<file path="config.mk">
export PLATFORM = sky130hd
export DESIGN_NAME = pwm_multi
export DESIGN_NICKNAME = d
export VERILOG_FILES = /design/src/rtl/pwm_pkg.sv /design/src/rtl/pwm_channel.sv /design/src/rtl/pwm_multi.sv
export SDC_FILE = /design/constraint.sdc
export NUM_CORES = 1
export LEC_CHECK = 0
export CAP_MARGIN = 0
export CORE_MARGIN = 2
export CORE_UTILIZATION = 45
export DETAILED_ROUTE_END_ITERATION = 7
export PLACE_DENSITY = 0.71
export REMOVE_ABC_BUFFERS = 1
export SLEW_MARGIN = 10
export SYNTH_ARGS = -nofsm -noshare
export SYNTH_HDL_FRONTEND = slang
export SYNTH_HIERARCHICAL = 1
export SYNTH_SLANG_ARGS = --single-unit
</file>
<file path="constraint.sdc">
create_clock -name clk -period 3.5 [get_ports clk]
set_input_delay 0.35 -clock clk [delete_from_list [all_inputs] [get_ports clk]]
set_output_delay 0.35 -clock clk [all_outputs]
set_load 0.02 [all_outputs]
</file>
<file path="src/rtl/pwm_pkg.sv">
// Shared constants and types for the multi-channel PWM generator.
// The direction type is only referenced when PWM_CENTER_ALIGNED_EN is defined.
package pwm_pkg;

   localparam int PWM_CW     = 10;
   localparam int MIN_PERIOD = 2;

   typedef enum logic {
      UP   = 1'b0,
      DOWN = 1'b1
   } dir_t;

endpackage

</file>
<file path="src/rtl/pwm_channel.sv">
// One PWM channel: duty shadow register plus a registered compare against the
// shared period counter. The shadow follows the input only when load is high.
module pwm_channel
   import pwm_pkg::*;
#(
   parameter int CW = PWM_CW
) (
   input  logic          clk,
   input  logic          rst_n,
   input  logic          en,
   input  logic          load,
   input  logic [CW-1:0] duty,
   input  logic [CW-1:0] cnt,
   output logic          s
);

   logic [CW-1:0] duty_sh;

   always_ff @(posedge clk) begin
      if (!rst_n) begin
         duty_sh <= '0;
         s       <= 1'b0;
      end else begin
         if (load) begin
            duty_sh <= duty;
         end
         // Counter never exceeds Ps-1, so duty >= Ps is a constant high.
         s <= en && (duty_sh > cnt);
      end
   end

endmodule

</file>
<file path="src/rtl/pwm_multi.sv">
// Multi-channel PWM: shared period counter, period shadow, wrap detect and
// interrupt. Define PWM_CENTER_ALIGNED_EN for a triangle (center-aligned) counter.
module pwm_multi
   import pwm_pkg::*;
#(
   parameter int CHANNELS       = 4,
   parameter int CW             = PWM_CW,
   parameter int DEFAULT_PERIOD = 100
) (
   input  logic                   clk,
   input  logic                   rst_n,
   input  logic                   en,
   input  logic [CW-1:0]          period,
   input  logic [CHANNELS*CW-1:0] d,
   output logic [CHANNELS-1:0]    S,
   output logic                   interrupt
);

   localparam logic [CW-1:0] ONE   = CW'(1);
   localparam logic [CW-1:0] MIN_P = CW'(MIN_PERIOD);

   logic [CW-1:0] cnt;
   logic [CW-1:0] period_sh;
   logic [CW-1:0] period_cl;
   logic [CW-1:0] last;
   logic          wrap;
   logic          load;

   assign period_cl = (period < MIN_P) ? MIN_P : period;
   assign last      = period_sh - ONE;

`ifdef PWM_CENTER_ALIGNED_EN
   dir_t dir;

   // Endpoints repeat once at each turn; the period boundary is down@0.
   assign wrap = en && (dir == DOWN) && (cnt == '0);

   always_ff @(posedge clk) begin
      if (!rst_n || !en) begin
         cnt <= '0;
         dir <= UP;
      end else if (dir == UP) begin
         if (cnt == last) begin
            dir <= DOWN;
         end else begin
            cnt <= cnt + ONE;
         end
      end else begin
         if (cnt == '0) begin
            dir <= UP;
         end else begin
            cnt <= cnt - ONE;
         end
      end
   end
`else
   assign wrap = en && (cnt == last);

   always_ff @(posedge clk) begin
      if (!rst_n || !en || wrap) begin
         cnt <= '0;
      end else begin
         cnt <= cnt + ONE;
      end
   end
`endif

   // While disabled the shadows track the inputs so the first period is current.
   assign load = !en || wrap;

   always_ff @(posedge clk) begin
      if (!rst_n) begin
         period_sh <= CW'(DEFAULT_PERIOD);
         interrupt <= 1'b0;
      end else begin
         if (load) begin
            period_sh <= period_cl;
         end
         interrupt <= wrap;
      end
   end

   for (genvar i = 0; i < CHANNELS; i++) begin : g_ch
      pwm_channel #(
         .CW (CW)
      ) u_ch (
         .clk   (clk),
         .rst_n (rst_n),
         .en    (en),
         .load  (load),
         .duty  (d[i*CW +: CW]),
         .cnt   (cnt),
         .s     (S[i])
      );
   end

endmodule
</file>
Word level (Yosys, flattened, before mapping)
Cells that the tools add are included.
{"block": "word_totals", "regBits": 65, "inputBits": 53, "output_inout_bits": 5}
{"block": "op_classes", "addsub": 2, "n_lt_le_gt_ge": 5, "n_eq_ne": 1, "muxes": 1, "reduce_logical": 10}
{"cell": "10-bit > comparator", "n": 4}
{"cell": "10-bit by 1-bit adder with 10-bit output, second input constant", "n": 1}
{"cell": "10-bit equality test", "n": 1}
{"cell": "10-bit by 2-bit less-than comparator with 1-bit output, second input constant", "n": 1}
{"cell": "10-bit two-way mux", "n": 1}
{"cell": "10-bit by 1-bit subtractor with 10-bit output, second input constant", "n": 1}
{"cell": "1-bit logical AND", "n": 5}
{"cell": "1-bit logical OR", "n": 3}
{"cell": "1-bit logical NOT", "n": 2}

Longest topological paths before layout
Gate-level depths: netlist (run 1).
{"block": "depth", "depth_word": 4, "ltp_mapped": 12}

By module
The synthesis (run 1) kept the hierarchy.
{"mod": "pwm_channel", "instances": 4, "cells_each": 68, "area_per_inst_um2": 649.4, "seq_area_each_um2": 220.2}
{"mod": "pwm_multi", "instances": 1, "cells_each": 144, "area_per_inst_um2": 1252.5, "seq_area_each_um2": 420.4}

Worst setup path after synthesis (run 1)
No wires, ideal clock.
{"block": "synth_path", "path_type": "flip-flop to flip-flop", "startpoint": "reg period_sh[3]", "endpoint": "reg g_ch[0].u_ch.duty_sh[0]", "arrival_time_ns": 2.418, "path_slack_ns": 0.966, "path_stages_with_launch": 11, "path_buffers": 2, "synth_period_minus_slack_ns": 2.534, "cell_sequence": "dfxtp_1 or4_4 xor2_1 a31oi_1 nor4_2 a41oi_2 buf_6 inv_1 buf_2 mux2i_1 nor2b_1"}
{"block": "synth_between", "elab_chain_cells": 4}
{"element": "start: declaration", "line_no": "pwm_multi.sv:23", "rtl": "logic [CW-1:0] period_sh;"}
{"element": "start signal: assignment", "line_no": "pwm_multi.sv:73", "rtl": "period_sh <= CW'(DEFAULT_PERIOD);"}
{"element": "start signal: assignment", "line_no": "pwm_multi.sv:77", "rtl": "period_sh <= period_cl;"}
{"element": "10-bit by 1-bit subtractor with 10-bit output", "line_no": "pwm_multi.sv:30", "rtl": "assign last = period_sh - ONE;"}
{"element": "10-bit equality test", "line_no": "pwm_multi.sv:57", "rtl": "assign wrap = en && (cnt == last);"}
{"element": "1-bit logical AND", "line_no": "pwm_multi.sv:57"}
{"element": "1-bit logical OR", "line_no": "pwm_multi.sv:69", "rtl": "assign load = !en || wrap;"}
{"element": "net load", "line_no": "pwm_multi.sv:27", "rtl": "logic load;"}
{"element": "end signal: assignment", "line_no": "pwm_channel.sv:25", "rtl": "duty_sh <= duty;"}
{"element": "end: declaration", "line_no": "pwm_channel.sv:17", "rtl": "logic [CW-1:0] duty_sh;"}
The timed path passes the listed nets, and every way through them passes these cells.
A chain may end at the register's enable or synchronous reset.

Worst setup path after layout (run 1)
{"block": "layout_path", "startpoint": "reg period_sh[3]", "endpoint": "reg g_ch[0].u_ch.duty_sh[6]"}
The elaborated chain is that of the path after synthesis.

==> results of run 1 <==
-- worst paths after layout --
kind	start	endpoint	slack, ns
max	period_sh[3]	g_ch[0].u_ch/duty_sh[6]	0.76
min	period_sh[9]	period_sh[9]	0.48
max reg2reg	period_sh[3]	g_ch[0].u_ch/duty_sh[6]	0.76
min reg2reg	period_sh[9]	period_sh[9]	0.48
-- flip-flops by register name (all words and copies together), names as in the netlist --
| register | cells |
|---|---|
| g_ch.u_ch/s | 4 |
| cnt | 10 |
| interrupt | 1 |
| period_sh | 10 |
| g_ch.u_ch/duty_sh | 40 |
-- routing by layer --
metal	share of wire (%)	global-route usage, %	routed length (um)
met1	48	25.73	4084
met2	46	32.52	3928
met3	4.1	4.732	343
met4	1.3	5.986	113
met5	0	0	0
-- metrics by stage --
| stage | setup WS [ns] | hold slack (ns) |
|---|---|---|
| CTS | 0.7745 | 0.4878 |
| floorplan | -0.09388 | 0.4497 |
| finish | 0.7557 | 0.4819 |
| detailed placement | 0.7962 | 0.4767 |
| global route | 0.5198 | 0.5178 |
| global placement | 0.8726 | 0.4663 |
-- power breakdown --
group / switching (mW) / total [mW] / internal [mW] / leakage [nW]
logic: 0.140 / 0.309 / 0.169 / 1.31
clock network: 0.294 / 0.663 / 0.368 / 0.103
registers: 0.0327 / 0.813 / 0.780 / 0.535
total: 0.467 / 1.78 / 1.32 / 1.94
-- worst min-delay path, cell delays in order, from the launching register on --
cell,delay [ns]
dfxtp_1,0.32
nand2_1,0.05
mux2i_1,0.06
-- area by class of cell --
class                      instances  share of cell area (%)
inverter                          50                   3.985
multi-input combinational        287                   48.30
clock buffer                      12                   3.294
sequential                        65                   27.63
tap                              105                   2.790
clock inverter                     4                   1.089
timing repair buffer              62                   12.91
-- cell usage after synthesis, drive strengths merged, types with 2 or more instances --
library cell,n
nand3,13
xnor2,7
nor3,8
a21oi,13
nand2,17
nor2b,47
nor4,2
nand4,9
inv,50
and3b,2
xor2,13
a31oi,3
ha,42
nor4b,2
mux2i,50
and3,4
a211oi,4
buf,6
or4,2
clkbuf,6
o41a,4
a21o,4
dlygate4sd1,2
o311a,4
nor2,20
a211o,2
o21ai,8
dfxtp,65
-- logic make-up after synthesis --
family                   count (synthesis)  synth area share [%]
AND/OR/NAND/NOR                        129                 18.72
AO/OA/AOI/OAI                           46                 9.165
adder cells (fa/ha/maj)                 42                 13.65
flip-flops                              65                 33.80
buffers and inverters                   64                 7.117
XOR/XNOR                                20                 4.550
multiplexers                            50                 13.00
==> results.py, run 1 <==
metrics = {
    "run_status": {
        "status": "complete, no violations",
    },
    "clock_tree": {
        "clock_path_buffers": 2,
        "clkLatencyLatePin_ns": 0.34,
        "cts_tree": "done",
        "cts-htree-levels": 3,
        "cts_root_buffer": "clkbuf_8",
        "ctsResizeCount": 0,
        "cts_hold_buffers": 0,
        "clk_pin_slew_ns": 0.08,
        "post_cts.repair.setup_buffers": 0,
        "cts-buffers-inserted": 9,
        "cts_sinks": 65,
    },
    "worst_setup_path": {
        "cp_max_fo": 22,
        "crit_type": "register to register",
        "crit_buf_inv": 2,
        "cp.required_ns": 3.74,
        "cp_top_family": "simple AND/OR/NAND/NOR gates",
        "arrival_ns": 2.98,
        "critPathSlowestCell": "or4_4",
        "cp-end-kind": "register",
        "start_kind": "register",
        "path_depth": 9,
        "reg2regPathDepth": 9,
        "worstPathCellList": "or4_4, xor2_1, a31oi_1, nor4_2, a41oi_2, inv_2, buf_4, mux2i_1, nor2b_1",
        "critPathMaxStageDelay_ns": 0.59,
    },
    "layout": {
        "fin_nets": 570,
        "diodes": 0,
        "utilization_pct": 57.03,
        "fill_cells": 765,
        "drive_above_1_share_pct": 6.667,
        "layout_common_cells": "65 x dfxtp_1, 57 x clkdlybuf4s50_1, 50 x mux2i_1",
        "synthToLayoutAreaGrowth_pct": 22.33,
        "multiInputGateArea_um2": 2275,
        "layout.cells.most_common": "dfxtp_1",
        "final_cell_area_um2": 4710,
        "finalNonFillerCells": 585,
        "ff_latch_area_um2": 1301,
    },
    "routing": {
        "drtIter0Drc": 93,
        "wirelength_um": 8469,
        "vias_per_cell": 5.178,
        "vias": 3029,
        "ant_nets": 0,
        "first_pass_iters": 4,
        "drc": 0,
        "wl_per_cell_um": 14.48,
    },
    "synth": {
        "synth_flop_cell": "dfxtp_1",
        "ys_types": 43,
        "ys_ff_latch": 65,
        "syn_area_per_cell_um2": 9.255,
        "ys_seq_area_share_pct": 33.80,
        "syn_inst": 416,
        "syn-cell-area_um2": 3850,
        "synth_edf_count": 0,
        "ys_async_sr_fraction_pct": 0,
        "synth_top_area_cell": "dfxtp_1",
        "ys_top_cells_by_area": "dfxtp_1 34%, ha_1 14%, mux2i_1 13%",
        "yosysWarnings": 6,
        "synth_top_area_share_pct": 33.80,
    },
    "placement": {
        "dp_hpwl_um": 6245,
        "gp_congestion": 0.8112,
        "port_buffers": 57,
        "place_inst": 569,
        "dpl_cell_area_um2": 4503,
    },
    "flow_run": {
        "max-cap-violations": 0,
    },
    "die": {
        "top_level_ports": 58,
        "die_w_um": 96.50,
        "fp.dieH_um": 96.50,
        "core-area_um2": 8258,
        "row_count": 33,
        "initial_core_util_pct": 46.62,
        "dieArea_um2": 9311,
    },
    "sta": {
        "min_period_ns": 2.744,
        "finalMaxSlewViolations": 0,
        "setup_viol": 0,
        "fin_setup_tns_ns": 0,
        "tightestPinTransition_ns": 0.5335,
        "finalHoldViolations": 0,
        "timing.final.crit_share_pct": 78.41,
        "fmax_mhz": 364.4,
        "slew_headroom_pct": 64.39,
        "rsz0062_at_grt": "false",
        "finClkSkew_ns": 0.009734,
    },
    "global_route": {
        "grt_pass1_wl_um": 14290,
        "antenna_found_initial": 0,
        "track_usage_pct": 19.77,
        "grt_max_degree": 31,
        "grt_overflow_total": 0,
        "grt_pass1_vias": 3071,
    },
    "pwr": {
        "cellPowerDensity_nw_per_um2": 378.9,
        "p_total_mw": 1.785,
        "p_leak_nw": 1.943,
        "peakVddDrop_mv": 0.1877,
    },
    "hold_path": {
        "hold_path_depth": 2,
        "hp-class": "register to register",
    },
}
No activity file was read; power rests on OpenSTA's default activity.
==> inputs of run 2 (changes only) <==
==> constraint.sdc (replaced) <==
create_clock -name clk -period 2.8 [get_ports clk]
set_input_delay 0.28 -clock clk [delete_from_list [all_inputs] [get_ports clk]]
set_output_delay 0.28 -clock clk [all_outputs]
set_load 0.02 [all_outputs]
==> run 2 against run 1 <==
Net effect: critical endpoint is now g_ch[1].u_ch/duty_sh[3]; hold slack better by 0.016 ns; combinational power rose by 26%; critical path depth up 1; register-to-register slack worse by 0.52 ns.
==> results.py, run 2 (same netlist as run 1, synthesis figures left out) <==
metrics = {
    "sta": {
        "finalMaxSlewViolations": 0,
        "finClkSkew_ns": 0.009309,
        "finalHoldViolations": 0,
        "min_period_ns": 2.569,
        "rsz0062_at_grt": "false",
        "tightestPinTransition_ns": 0.4488,
        "fmax_mhz": 389.2,
        "fin_setup_tns_ns": 0,
        "setup_viol": 0,
        "timing.final.crit_share_pct": 91.76,
        "slew_headroom_pct": 70.04,
    },
    "routing": {
        "wl_per_cell_um": 14.01,
        "drc": 0,
        "first_pass_iters": 4,
        "vias_per_cell": 5.192,
        "wirelength_um": 8268,
        "drtIter0Drc": 106,
        "ant_nets": 0,
        "vias": 3063,
    },
    "layout": {
        "drive_above_1_share_pct": 8.041,
        "diodes": 0,
        "layout_common_cells": "65 x dfxtp_1, 57 x clkdlybuf4s50_1, 50 x mux2i_1",
        "synthToLayoutAreaGrowth_pct": 23.40,
        "final_cell_area_um2": 4751,
        "largest_register": "g_ch.u_ch/duty_sh",
        "layout.cells.most_common": "dfxtp_1",
        "fin_nets": 575,
        "reg.largest.list": "g_ch.u_ch/duty_sh (40), cnt (10), period_sh (10)",
        "largest_reg_flops": 40,
        "finalNonFillerCells": 590,
    },
    "die": {
        "fp.dieH_um": 96.50,
        "initial_core_util_pct": 46.62,
        "core-area_um2": 8258,
        "row_count": 33,
        "die_w_um": 96.50,
        "dieArea_um2": 9311,
        "top_level_ports": 58,
    },
    "placement": {
        "dpl_cell_area_um2": 4566,
        "place_inst": 574,
        "dp_hpwl_um": 6199,
        "gp_congestion": 0.7950,
        "port_buffers": 57,
    },
    "flow_run": {
        "max-cap-violations": 0,
    },
    "clock_tree": {
        "clkLatencyLatePin_ns": 0.34,
        "cts-htree-levels": 3,
        "post_cts.repair.setup_buffers": 0,
        "cts_sinks": 65,
        "clk_pin_slew_ns": 0.08,
        "cts_tree": "done",
        "cts-buffers-inserted": 9,
        "clock_path_buffers": 2,
        "cts_root_buffer": "clkbuf_8",
    },
    "global_route": {
        "track_usage_pct": 18.96,
        "met2_usage_pct": 32.12,
        "grt_max_degree": 35,
        "grt_overflow_total": 0,
        "use_met1_pct": 23.71,
        "met3_usage_pct": 3.103,
        "grt_pass1_wl_um": 13610,
        "antenna_found_initial": 0,
        "top_usage_layer": "met2",
        "grt_pass1_vias": 2985,
    },
    "pwr": {
        "p_leak_nw": 1.966,
        "cellPowerDensity_nw_per_um2": 449.7,
        "peakVddDrop_mv": 0.2611,
    },
    "worst_setup_path": {
        "cp.required_ns": 3.03,
        "start_kind": "register",
        "cp-end-kind": "register",
        "arrival_ns": 2.80,
        "cp_max_fo": 22,
        "crit_type": "register to register",
    },
    "run_status": {
        "status": "complete, no violations",
    },
    "hold_path": {
        "hp-class": "register to register",
    },
}
==> run 2: cell types whose count changed in the layout (fill, tap and decap cells not counted), sizes merged <==
cell      delta
buf          +5
bufinv       -1
clkbuf       -2
clkinv       +1
clkinvlp     +1
inv          +1
==> run 2: where the power goes <==
group	internal, mW	switching (mW)	total, mW
Clock	0.347	0.387	0.734
Sequential	0.975	0.0399	1.01
Combinational	0.215	0.173	0.388
Total	1.54	0.600	2.14
==> run 2: worst max-delay path, stage by stage (launching register included) <==
cell      delay, ns
dfxtp_1        0.44
inv_1          0.08
ha_1           0.24
and3_1         0.17
or4_1          0.52
o211ai_1       0.20
a41oi_2        0.19
inv_2          0.14
buf_12         0.20
mux2i_1        0.21
nor2b_1        0.07
==> run 2: cell type report <==
type                       count  area (um2)
timing repair buffer          67       670.6
inverter                      50       187.7
clock inverter                 6       42.54
tap                          105       131.4
sequential                    65        1301
multi-input combinational    287        2280
fill                         729        3507
clock buffer                  10       137.6
==> run 2: path summary, 6_finish.rpt <==
kind / depth (start not counted) / endpoint / slack (ns) / startpoint
worst max-delay path: 10 / g_ch[1].u_ch/duty_sh[3] / 0.23 / period_sh[0]
worst min-delay path: 2 / period_sh[8] / 0.50 / period_sh[8]
worst max register to register: 10 / g_ch[1].u_ch/duty_sh[3] / 0.23 / period_sh[0]
worst min register to register: 2 / period_sh[8] / 0.50 / period_sh[8]
==> run 2: through the flow <==
step                setup WS, ns  hold slack [ns]  util [%]  total power, mW
floorplan                -0.7939           0.4082         -            1.259
global placement          0.3561           0.4674     55.29            1.410
detailed placement        0.2175           0.4932     55.29            1.425
CTS                       0.2210           0.5019     57.47            2.156
global route             0.08320           0.5193     57.53            2.249
finish                    0.2307           0.4982     57.53            2.137
==> run 2: repair_timing <==
item / in CTS / in global routing
setup endpoints to repair: 0 / 3
resized for setup: 0 / 1
hold buffers: 0 / 0
==> run 2: layer usage <==
metal  vias up  share of wire (%)
met1      1442                 47
met2        52                 48
met4         0                1.4
met3         9                3.1
met5         -                  0
li1       1560                  -
==> inputs of run 3 (changes only) <==
--- a/config.mk
+++ b/config.mk
@@ -9,6 +9,7 @@
 export CORE_MARGIN = 2
 export CORE_UTILIZATION = 45
 export DETAILED_ROUTE_END_ITERATION = 7
+export MAX_ROUTING_LAYER = met4
 export PLACE_DENSITY = 0.71
 export REMOVE_ABC_BUFFERS = 1
 export SLEW_MARGIN = 10
==> constraint.sdc (replaced) <==
create_clock -name clk -period 2.8 [get_ports clk]
set_input_delay 0.28 -clock clk [delete_from_list [all_inputs] [get_ports clk]]
set_output_delay 0.28 -clock clk [all_outputs]
set_load 0.01 [all_outputs]
==> run 3 against run 2 <==
Net effect: clock power shrank 0.5%; sequential power is essentially flat; sequential share of layout area grew 0.084 points.
==> results.py, run 3 (same netlist as run 1, synthesis figures left out) <==
metrics = {
    "sta": {
        "rsz0062_at_grt": "false",
        "finalMaxSlewViolations": 0,
        "fmax_mhz": 388.7,
        "slew_headroom_pct": 70.92,
        "finClkSkew_ns": 0.006799,
        "setup_viol": 0,
        "timing.final.crit_share_pct": 91.89,
        "hold-worst-slack_ns": 0.4876,
        "finalHoldViolations": 0,
        "tightestPinTransition_ns": 0.4356,
        "min_period_ns": 2.573,
    },
    "routing": {
        "drc": 0,
        "first_pass_iters": 4,
        "vias": 2996,
        "drtIter0Drc": 116,
        "wirelength_um": 8113,
        "vias_per_cell": 5.087,
        "ant_nets": 0,
        "wl_per_cell_um": 13.77,
    },
    "clock_tree": {
        "clock_path_buffers": 2,
        "cts-htree-levels": 3,
        "post_cts.repair.setup_buffers": 0,
        "cts_tree": "done",
        "clkLatencyLatePin_ns": 0.34,
        "cts_root_buffer": "clkbuf_8",
        "clk_pin_slew_ns": 0.06,
        "cts_hold_buffers": 0,
        "cts_sinks": 65,
        "cts-buffers-inserted": 9,
    },
    "worst_setup_path": {
        "crit_type": "register to register",
        "r2r_setup_slack_ns": 0.23,
        "worstPathCellList": "or4_4, xor2_1, a31oi_1, nor4_2, a41oi_2, inv_2, buf_4, mux2i_1, nor2b_1",
        "critPathMaxStageDelay_ns": 0.59,
        "cp.required_ns": 3.03,
        "critPathSlowestCell": "or4_4",
        "reg2reg_to": "g_ch[1].u_ch/duty_sh[6]",
        "arrival_ns": 2.80,
        "cp_max_fo": 14,
        "start_kind": "register",
        "timing.rr.start": "period_sh[3]",
        "crit_start": "period_sh[3]",
        "crit_end": "g_ch[1].u_ch/duty_sh[6]",
        "cp-end-kind": "register",
        "reg2regPathDepth": 9,
    },
    "pwr": {
        "comb_power_share_pct": 18.0,
        "p_total_mw": 2.129,
        "p_leak_nw": 1.964,
        "internal_power_mw": 1.578,
        "clock_power_share_pct": 34.3,
        "p_sw_uw": 551.2,
        "p_sw_share_pct": 25.89,
        "p_seq_share_pct": 47.7,
        "cellPowerDensity_nw_per_um2": 449.1,
        "peakVddDrop_mv": 0.2003,
    },
    "placement": {
        "gp_congestion": 0.9192,
        "port_buffers": 57,
        "dpl_cell_area_um2": 4553,
        "dp_hpwl_um": 6087,
    },
    "die": {
        "initial_core_util_pct": 46.62,
        "core-area_um2": 8258,
        "fp.dieH_um": 96.50,
        "top_level_ports": 58,
        "dieArea_um2": 9311,
        "row_count": 33,
        "die_w_um": 96.50,
    },
    "layout": {
        "largest_reg_flops": 40,
        "diodes": 0,
        "drive_above_1_share_pct": 7.851,
        "reg.largest.list": "g_ch.u_ch/duty_sh (40), cnt (10), period_sh (10)",
        "synthToLayoutAreaGrowth_pct": 23.14,
        "layout.cells.most_common": "dfxtp_1",
        "fin_nets": 575,
        "final_cell_area_um2": 4741,
        "layout_common_cells": "64 x dfxtp_1, 57 x clkdlybuf4s50_1, 50 x mux2i_1",
        "largest_register": "g_ch.u_ch/duty_sh",
    },
    "global_route": {
        "grt_pass1_wl_um": 13320,
        "grt_max_degree": 35,
        "grt_overflow_total": 0,
        "grt_pass1_vias": 2911,
        "antenna_found_initial": 0,
        "track_usage_pct": 18.95,
    },
    "run_status": {
        "status": "complete, no violations",
    },
    "hold_path": {
        "hp-class": "register to register",
    },
    "flow_run": {
        "max-cap-violations": 0,
    },
}
run 3: metrics by stage:
| step | setup slack [ns] | TNS, ns | util [%] | cells |
|---|---|---|---|---|
| global placement | 0.3299 | 0 | 55.14 | 574 |
| global route | 0.007157 | 0 | 57.41 | 589 |
| finish | 0.2272 | 0 | 57.41 | 589 |
| detailed placement | 0.2150 | 0 | 55.14 | 574 |
| CTS | 0.2005 | 0 | 57.33 | 589 |
| floorplan | -0.7939 | -31.76 | - | 402 |
run 3: critical path, delay by kind of cell, from the launching register on:
family                    cells  cell delay (ns)
AOI/OAI and AO/OA             2             0.31
xor gates and xnor gates      1             0.17
buffers and inverters         2             0.38
DFF                           1             0.36
muxes                         1             0.22
and+or+nand+nor               3             1.03
run 3: how the worst min path moves through the flow:
stage / startpoint / endpoint / slack [ns] / cells past startpoint
6_report: period_sh[9] / period_sh[9] / 0.49 / 2
5_1_grt: period_sh[9] / period_sh[9] / 0.51 / 2
3_3_place_gp: period_sh[9] / period_sh[9] / 0.47 / 2
4_1_cts: period_sh[9] / period_sh[9] / 0.49 / 2
2_1_floorplan: rst_n / g_ch[0].u_ch/duty_sh[0] / 0.41 / 1
3_5_place_dp: period_sh[9] / period_sh[9] / 0.49 / 2
run 3: cell type report:
type,instances,area (um2)
fill,736,3517
tap,105,131.4
sequential,65,1303
timing repair buffer,67,658.1
clock inverter,2,12.51
multi-input combinational,287,2280
inverter,50,187.7
clock buffer,13,168.9
run 3: timing repair:
action | in CTS | in global routing
endpoints found under the setup margin | 0 | 39
endpoints found under the hold margin | 0 | 0
resized for setup | 0 | 2
run 3: routing by layer:
metal	GRT usage, %	share of wire [%]
met1	24.47	49
met2	29.98	46
met5	-	0
met3	3.026	4.3
met4	7.160	1.4
run 3: power by group through the flow:
stage          Combinational (mW)  Clock, mW  Sequential (mW)
6_report                    0.384      0.730             1.02
5_1_grt                     0.428      0.785             1.02
4_1_cts                     0.384      0.747             1.02
3_5_place_dp                0.382          0             1.04
3_3_place_gp                0.371          0             1.03
2_1_floorplan               0.230          0             1.03
